**src/rtl/reg_unit_sb.sv**
```systemverilog
// LC-3 style register file with operand capture and a per-register busy scoreboard.
// Define REGU_BYPASS_EN to forward same-cycle write-back data into waiting sources.
module reg_unit_sb #(
  parameter int DATA_W   = 16,
  parameter int NUM_REGS = 8,
  localparam int IDX_W   = $clog2(NUM_REGS)
) (
  input  logic                Clk,
  input  logic                Reset_al,
  input  logic [15:0]         IR,
  input  logic                DRMUX,
  input  logic                SR1MUX,
  input  logic                Issue_valid,
  input  logic                Issue_wr,
  output logic                Issue_ready,
  input  logic                WB_valid,
  input  logic [IDX_W-1:0]    WB_DR,
  input  logic [DATA_W-1:0]   WB_Data,
  output logic [DATA_W-1:0]   SR1_out,
  output logic [DATA_W-1:0]   SR2_MUX_out,
  output logic [IDX_W-1:0]    Issue_DR,
  output logic                Op_valid,
  output logic [NUM_REGS-1:0] Busy
);

  function automatic logic signed [DATA_W-1:0] sext_imm5(input logic [4:0] imm);
    logic signed [4:0] imm_s;
    imm_s = $signed(imm);
    return DATA_W'(imm_s);
  endfunction

  function automatic logic [IDX_W-1:0] zext_idx(input logic [2:0] fld);
    return IDX_W'(fld);
  endfunction

  logic [DATA_W-1:0]   regs_q [NUM_REGS];
  logic [DATA_W-1:0]   regs_d [NUM_REGS];
  logic [DATA_W-1:0]   sr1_out_q, sr1_out_d;
  logic [DATA_W-1:0]   sr2_out_q, sr2_out_d;
  logic [IDX_W-1:0]    issue_dr_q, issue_dr_d;
  logic                op_valid_q, op_valid_d;
  logic [NUM_REGS-1:0] busy_q, busy_d;

  logic [IDX_W-1:0]    dr_idx, sr1_idx, sr2_idx;
  logic                use_imm;
  logic                fwd_sr1, fwd_sr2, fwd_dr;
  logic                h1, h2, hd, issue_ready, accept;
  logic [DATA_W-1:0]   sr1_val, sr2_val;

  logic unused_ir_hi;
  assign unused_ir_hi = ^IR[15:12];

  // Operand decode and hazard detection
  always_comb begin
    dr_idx  = DRMUX ? IDX_W'(NUM_REGS - 1) : zext_idx(IR[11:9]);
    sr1_idx = SR1MUX ? zext_idx(IR[8:6]) : zext_idx(IR[11:9]);
    sr2_idx = zext_idx(IR[2:0]);
    use_imm = IR[5];

`ifdef REGU_BYPASS_EN
    fwd_sr1 = WB_valid && (WB_DR == sr1_idx);
    fwd_sr2 = WB_valid && (WB_DR == sr2_idx);
    fwd_dr  = WB_valid && (WB_DR == dr_idx);
`else
    fwd_sr1 = 1'b0;
    fwd_sr2 = 1'b0;
    fwd_dr  = 1'b0;
`endif

    h1 = busy_q[sr1_idx] && !fwd_sr1;
    h2 = !use_imm && busy_q[sr2_idx] && !fwd_sr2;
    hd = Issue_wr && busy_q[dr_idx] && !fwd_dr;
    issue_ready = !(h1 || h2 || hd);
    accept      = Issue_valid && issue_ready;

    sr1_val = fwd_sr1 ? WB_Data : regs_q[sr1_idx];
    if (use_imm) begin
      sr2_val = sext_imm5(IR[4:0]);
    end else begin
      sr2_val = fwd_sr2 ? WB_Data : regs_q[sr2_idx];
    end
  end

  // Next state: operand capture, register write-back, scoreboard
  always_comb begin
    sr1_out_d  = sr1_out_q;
    sr2_out_d  = sr2_out_q;
    issue_dr_d = issue_dr_q;
    op_valid_d = accept;
    busy_d     = busy_q;
    regs_d     = regs_q;

    if (accept) begin
      sr1_out_d  = sr1_val;
      sr2_out_d  = sr2_val;
      issue_dr_d = dr_idx;
    end

    if (WB_valid) begin
      regs_d[WB_DR] = WB_Data;
      busy_d[WB_DR] = 1'b0;
    end
    // A same-edge issue to the same register re-marks it pending after the clear
    if (accept && Issue_wr) begin
      busy_d[dr_idx] = 1'b1;
    end
  end

  always_ff @(posedge Clk or negedge Reset_al) begin
    if (!Reset_al) begin
      for (int i = 0; i < NUM_REGS; i++) begin
        regs_q[i] <= '0;
      end
      sr1_out_q  <= '0;
      sr2_out_q  <= '0;
      issue_dr_q <= '0;
      op_valid_q <= 1'b0;
      busy_q     <= '0;
    end else begin
      regs_q     <= regs_d;
      sr1_out_q  <= sr1_out_d;
      sr2_out_q  <= sr2_out_d;
      issue_dr_q <= issue_dr_d;
      op_valid_q <= op_valid_d;
      busy_q     <= busy_d;
    end
  end

  assign Issue_ready = issue_ready;
  assign SR1_out     = sr1_out_q;
  assign SR2_MUX_out = sr2_out_q;
  assign Issue_DR    = issue_dr_q;
  assign Op_valid    = op_valid_q;
  assign Busy        = busy_q;

endmodule

```
**config.mk**
```make
export PLATFORM = sky130hd
export DESIGN_NAME = reg_unit_sb
export DESIGN_NICKNAME = d
export VERILOG_FILES = /design/src/rtl/reg_unit_sb.sv
export SDC_FILE = /design/constraint.sdc
export NUM_CORES = 1
export LEC_CHECK = 0
export CORE_ASPECT_RATIO = 0.75
export CORE_UTILIZATION = 60
export DETAILED_ROUTE_END_ITERATION = 10
export GPL_TIMING_DRIVEN = 0
export PLACE_DENSITY = 0.83
export SYNTH_ARGS = -nofsm -noshare
export SYNTH_HDL_FRONTEND = slang
export SYNTH_SLANG_ARGS = --single-unit
```
**constraint.sdc**
```tcl
create_clock -name Clk -period 3.4 [get_ports Clk]
set_input_delay 0.68 -clock Clk [delete_from_list [all_inputs] [get_ports Clk]]
set_output_delay 0.68 -clock Clk [all_outputs]
set_load 0.01 [all_outputs]
```
==> run metrics <==
WP buf/inv=2; Switching Power=around 0.0022 W; WL/cell=24.0 microns; commonest non-fill, non-tap cell in the layout=dfrtp_1; number of CTS-inserted buffers=17; Initial Utilization=0.624; Fill cells=approximately 1,000; pre-CTS WS=-428 ps; Sw Share=0.306; first-pass GRT wire length=just over 40,000 microns; Overflow after GRT=0; Final HPWL DP=between 15,000 and 20,000 microns; synthesized area=between 9000 and 10,000 sq um; final slew viol count=0; clk sinks=approximately 170; XOR/XNOR share of the synthesized area=0; Syn Area/Cell=between 10 and 15 sq um; largest family of logic cells by synthesized area=multiplexers; internal power=about 0.0049 W; Layout Area Growth over Synthesis=18.2%; endpoints failing hold=0; 1st-pass router iterations=5; Residual DRC=0; root cell of the clock tree=clkbuf_16; Total Wirelength=26,800 microns; startpoint class of the critical path=primary input; worst-path fanout max=6; area of the die=between 15,000 and 20,000 sq um; largest net degree at the start of global routing=roughly 120; Antenna diodes=0; Post-synth EDFFs=0; Hold Crit Class=in2async; fraction of layout cells with a size suffix above 1=0.285; I/O pin count=87; Clk Latency, worst-skew pair=roughly 440 ps; core area=14,600 sq um; adder-cell share of the synthesized area=0; routed vias=7,249; clock power share=0.268; warnings from Yosys=0; Leakage=4.68 nW; 1st-iter DRT viols=between 700 and 800; FF+latch count, synth=between 150 and 200; Max stage delay on crit path=around 530 ps; worst path required time=roughly 2700 ps; ANT nets after route=0; post-layout min period=3360 ps; PortBufs=74; # nets final=approximately 950; Slowest-stage cell, CP=clkdlybuf4s50_1; Final WS setup=between 40 and 50 ps; Logic pwr share=0.305; die width=approximately 140 microns; Fin Setup TNS=0 ps; PwrDens=658 nW/um^2; period utilization=0.988; total track usage=0.365; multiplexer share of the synthesized area=0.303; GP Congestion=0.949; Final Skew=around 10 ps; run status=finished clean; Max clock buf depth=2; H-tree Lvls=4; sequential fraction of the synthesis area=0.471; die height=about 110 microns; critical path class=in2out; RSZ-0062 raised after global routing=yes; max capacitance violation total=0; Async S/R FF share, synth=1.00; Distinct cells, synth=slightly above 40; Post-Syn Nets=around 850; Worst path top cell family by delay=buffers and inverters; r2r setup slk=between 1000 and 1500 ps; Rel. slew slack=0.317; Slew @ Worst Pin=slightly above 1000 ps; part of the power in registers=0.427; setup violators final=0; Post-Syn Instances=between 800 and 900; Peak Freq=approximately 0.3 GHz; CP Capture Type=output port; CTS tree=yes; most frequent cells in the layout=dfrtp_1 (172), nand2_1 (165), mux2_2 (133), nand3_1 (82), clkdlybuf4s50_1 (67); final instance area=between 10,000 and 15,000 sq um; maximum vdd drop=485 uV; antenna violations before repair=1; cells along the critical path=dlygate4sd2_1, mux4_2, and3b_1, a21oi_1, o221a_2, and2_1, clkdlybuf4s50_1; placed inst area=around 10,000 sq um; Synth Flop Type=dfrtp_1; vias in the first global route=approximately 7,000; post-layout util=0.738; clock transition at the registers of the reported paths=approximately 70 ps; post-synthesis compound-gate area fraction=0.0442; Post-Synth Simple-Gate Area=0.148; Worst Path Arrival=2680 ps; hold buffers post-CTS=0; num rows=38; DR vias/cell=approximately 6.5
==> sequential cells by signal (all words and copies together) (netlist names) <==
name,flops
regs_q,128
Op_valid,1
SR1_out,16
SR2_MUX_out,16
Busy,8
Issue_DR,3
==> layer usage <==
layer | track usage | share of wire | vias to the layer above
met3 | 0.135 | 0.14 | 100
met1 | 0.487 | 0.39 | 3535
met4 | 0.166 | 0.037 | 0
met2 | 0.532 | 0.43 | 543
met5 | 0.0132 | 0 | -
li1 | - | - | 3071
==> kinds of logic (layout without fill, tap and decap cells) <==
logic type,Yosys count,after routing
AND/OR/NAND/NOR,302,302
multiplexers,203,203
flip-flops,172,172
buffers and inverters,71,180
AO/OA/AOI/OAI,59,59
==> worst reg2reg max path: cells and delay by family (launching register included) <==
kind / cells / cell delay (ps)
multiplexers: 2 / 820
flip-flops: 1 / 470
AO/OA/AOI/OAI: 2 / 390
AND/OR/NAND/NOR: 2 / 340
buffers and inverters: 1 / 230
==> final cells by class <==
cell class,count,area (sq um),area share
clock buffer,20,467,0.0432
multi-input combinational,564,4560,0.422
buffer,58,272,0.0251
tap,200,250,0.0232
sequential,172,4300,0.398
clock inverter,12,115,0.0107
inverter,13,48.8,0.00452
timing repair buffer,77,786,0.0727
==> power by group through the flow <==
stage | Combinational (W) | Sequential [W] | Clock, W
floorplan | 0.00121 | 0.00302 | 0
global placement | 0.00206 | 0.00302 | 0
detailed placement | 0.00212 | 0.00305 | 0
CTS | 0.00215 | 0.00302 | 0.00192
global route | 0.00232 | 0.00310 | 0.00200
finish | 0.00217 | 0.00304 | 0.00191
==> stage by stage <==
step,total power [W],cells,hold WS (ps)
finish,0.00711,1116,163
detailed placement,0.00517,1082,492
floorplan,0.00423,807,384
CTS,0.00709,1116,174
global route,0.00741,1116,179
global placement,0.00507,1081,490
==> worst paths after layout <==
| check | to | start | depth (start not counted) |
|---|---|---|---|
| worst max-delay path | Issue_ready | IR[2] | 7 |
| worst min-delay path | Issue_DR[0] | Reset_al | 1 |
| worst max register to register | SR1_out[1] | Busy[1] | 7 |
| worst min register to register | SR1_out[3] | SR1_out[3] | 1 |
| max in group asynchronous | SR1_out[3] | Reset_al | 2 |
| min in group Clk | SR1_out[3] | SR1_out[3] | 1 |
==> cells in the mapped netlist, drive strengths merged, types with 2 or more instances <==
cell type / number / area share
nand4b: 3 / 0.0029
nand3: 83 / 0.047
a21oi: 2 / 0.0011
inv: 13 / 0.0053
nand2: 165 / 0.068
nor2: 20 / 0.0082
nand2b: 2 / 0.0014
nor3b: 3 / 0.0036
a221oi: 2 / 0.0019
a211oi: 13 / 0.011
clkbuf: 40 / 0.016
o32ai: 2 / 0.0027
nor2b: 15 / 0.010
buf: 18 / 0.012
mux2i: 7 / 0.0077
a31oi: 2 / 0.0014
o22ai: 3 / 0.0021
dfrtp: 172 / 0.47
o21ai: 25 / 0.014
a21boi: 2 / 0.0016
nand4: 3 / 0.0021
o41ai: 2 / 0.0036
nor3: 6 / 0.0038
mux2: 162 / 0.21
mux4: 34 / 0.084
==> timing repair <==
action,4_1_cts,5_1_grt
hold endpoints to repair,0,0
endpoints found under the setup margin,1,2
resized for setup,15,6
setup buffers,2,0
No activity file was read; power rests on OpenSTA's default activity.
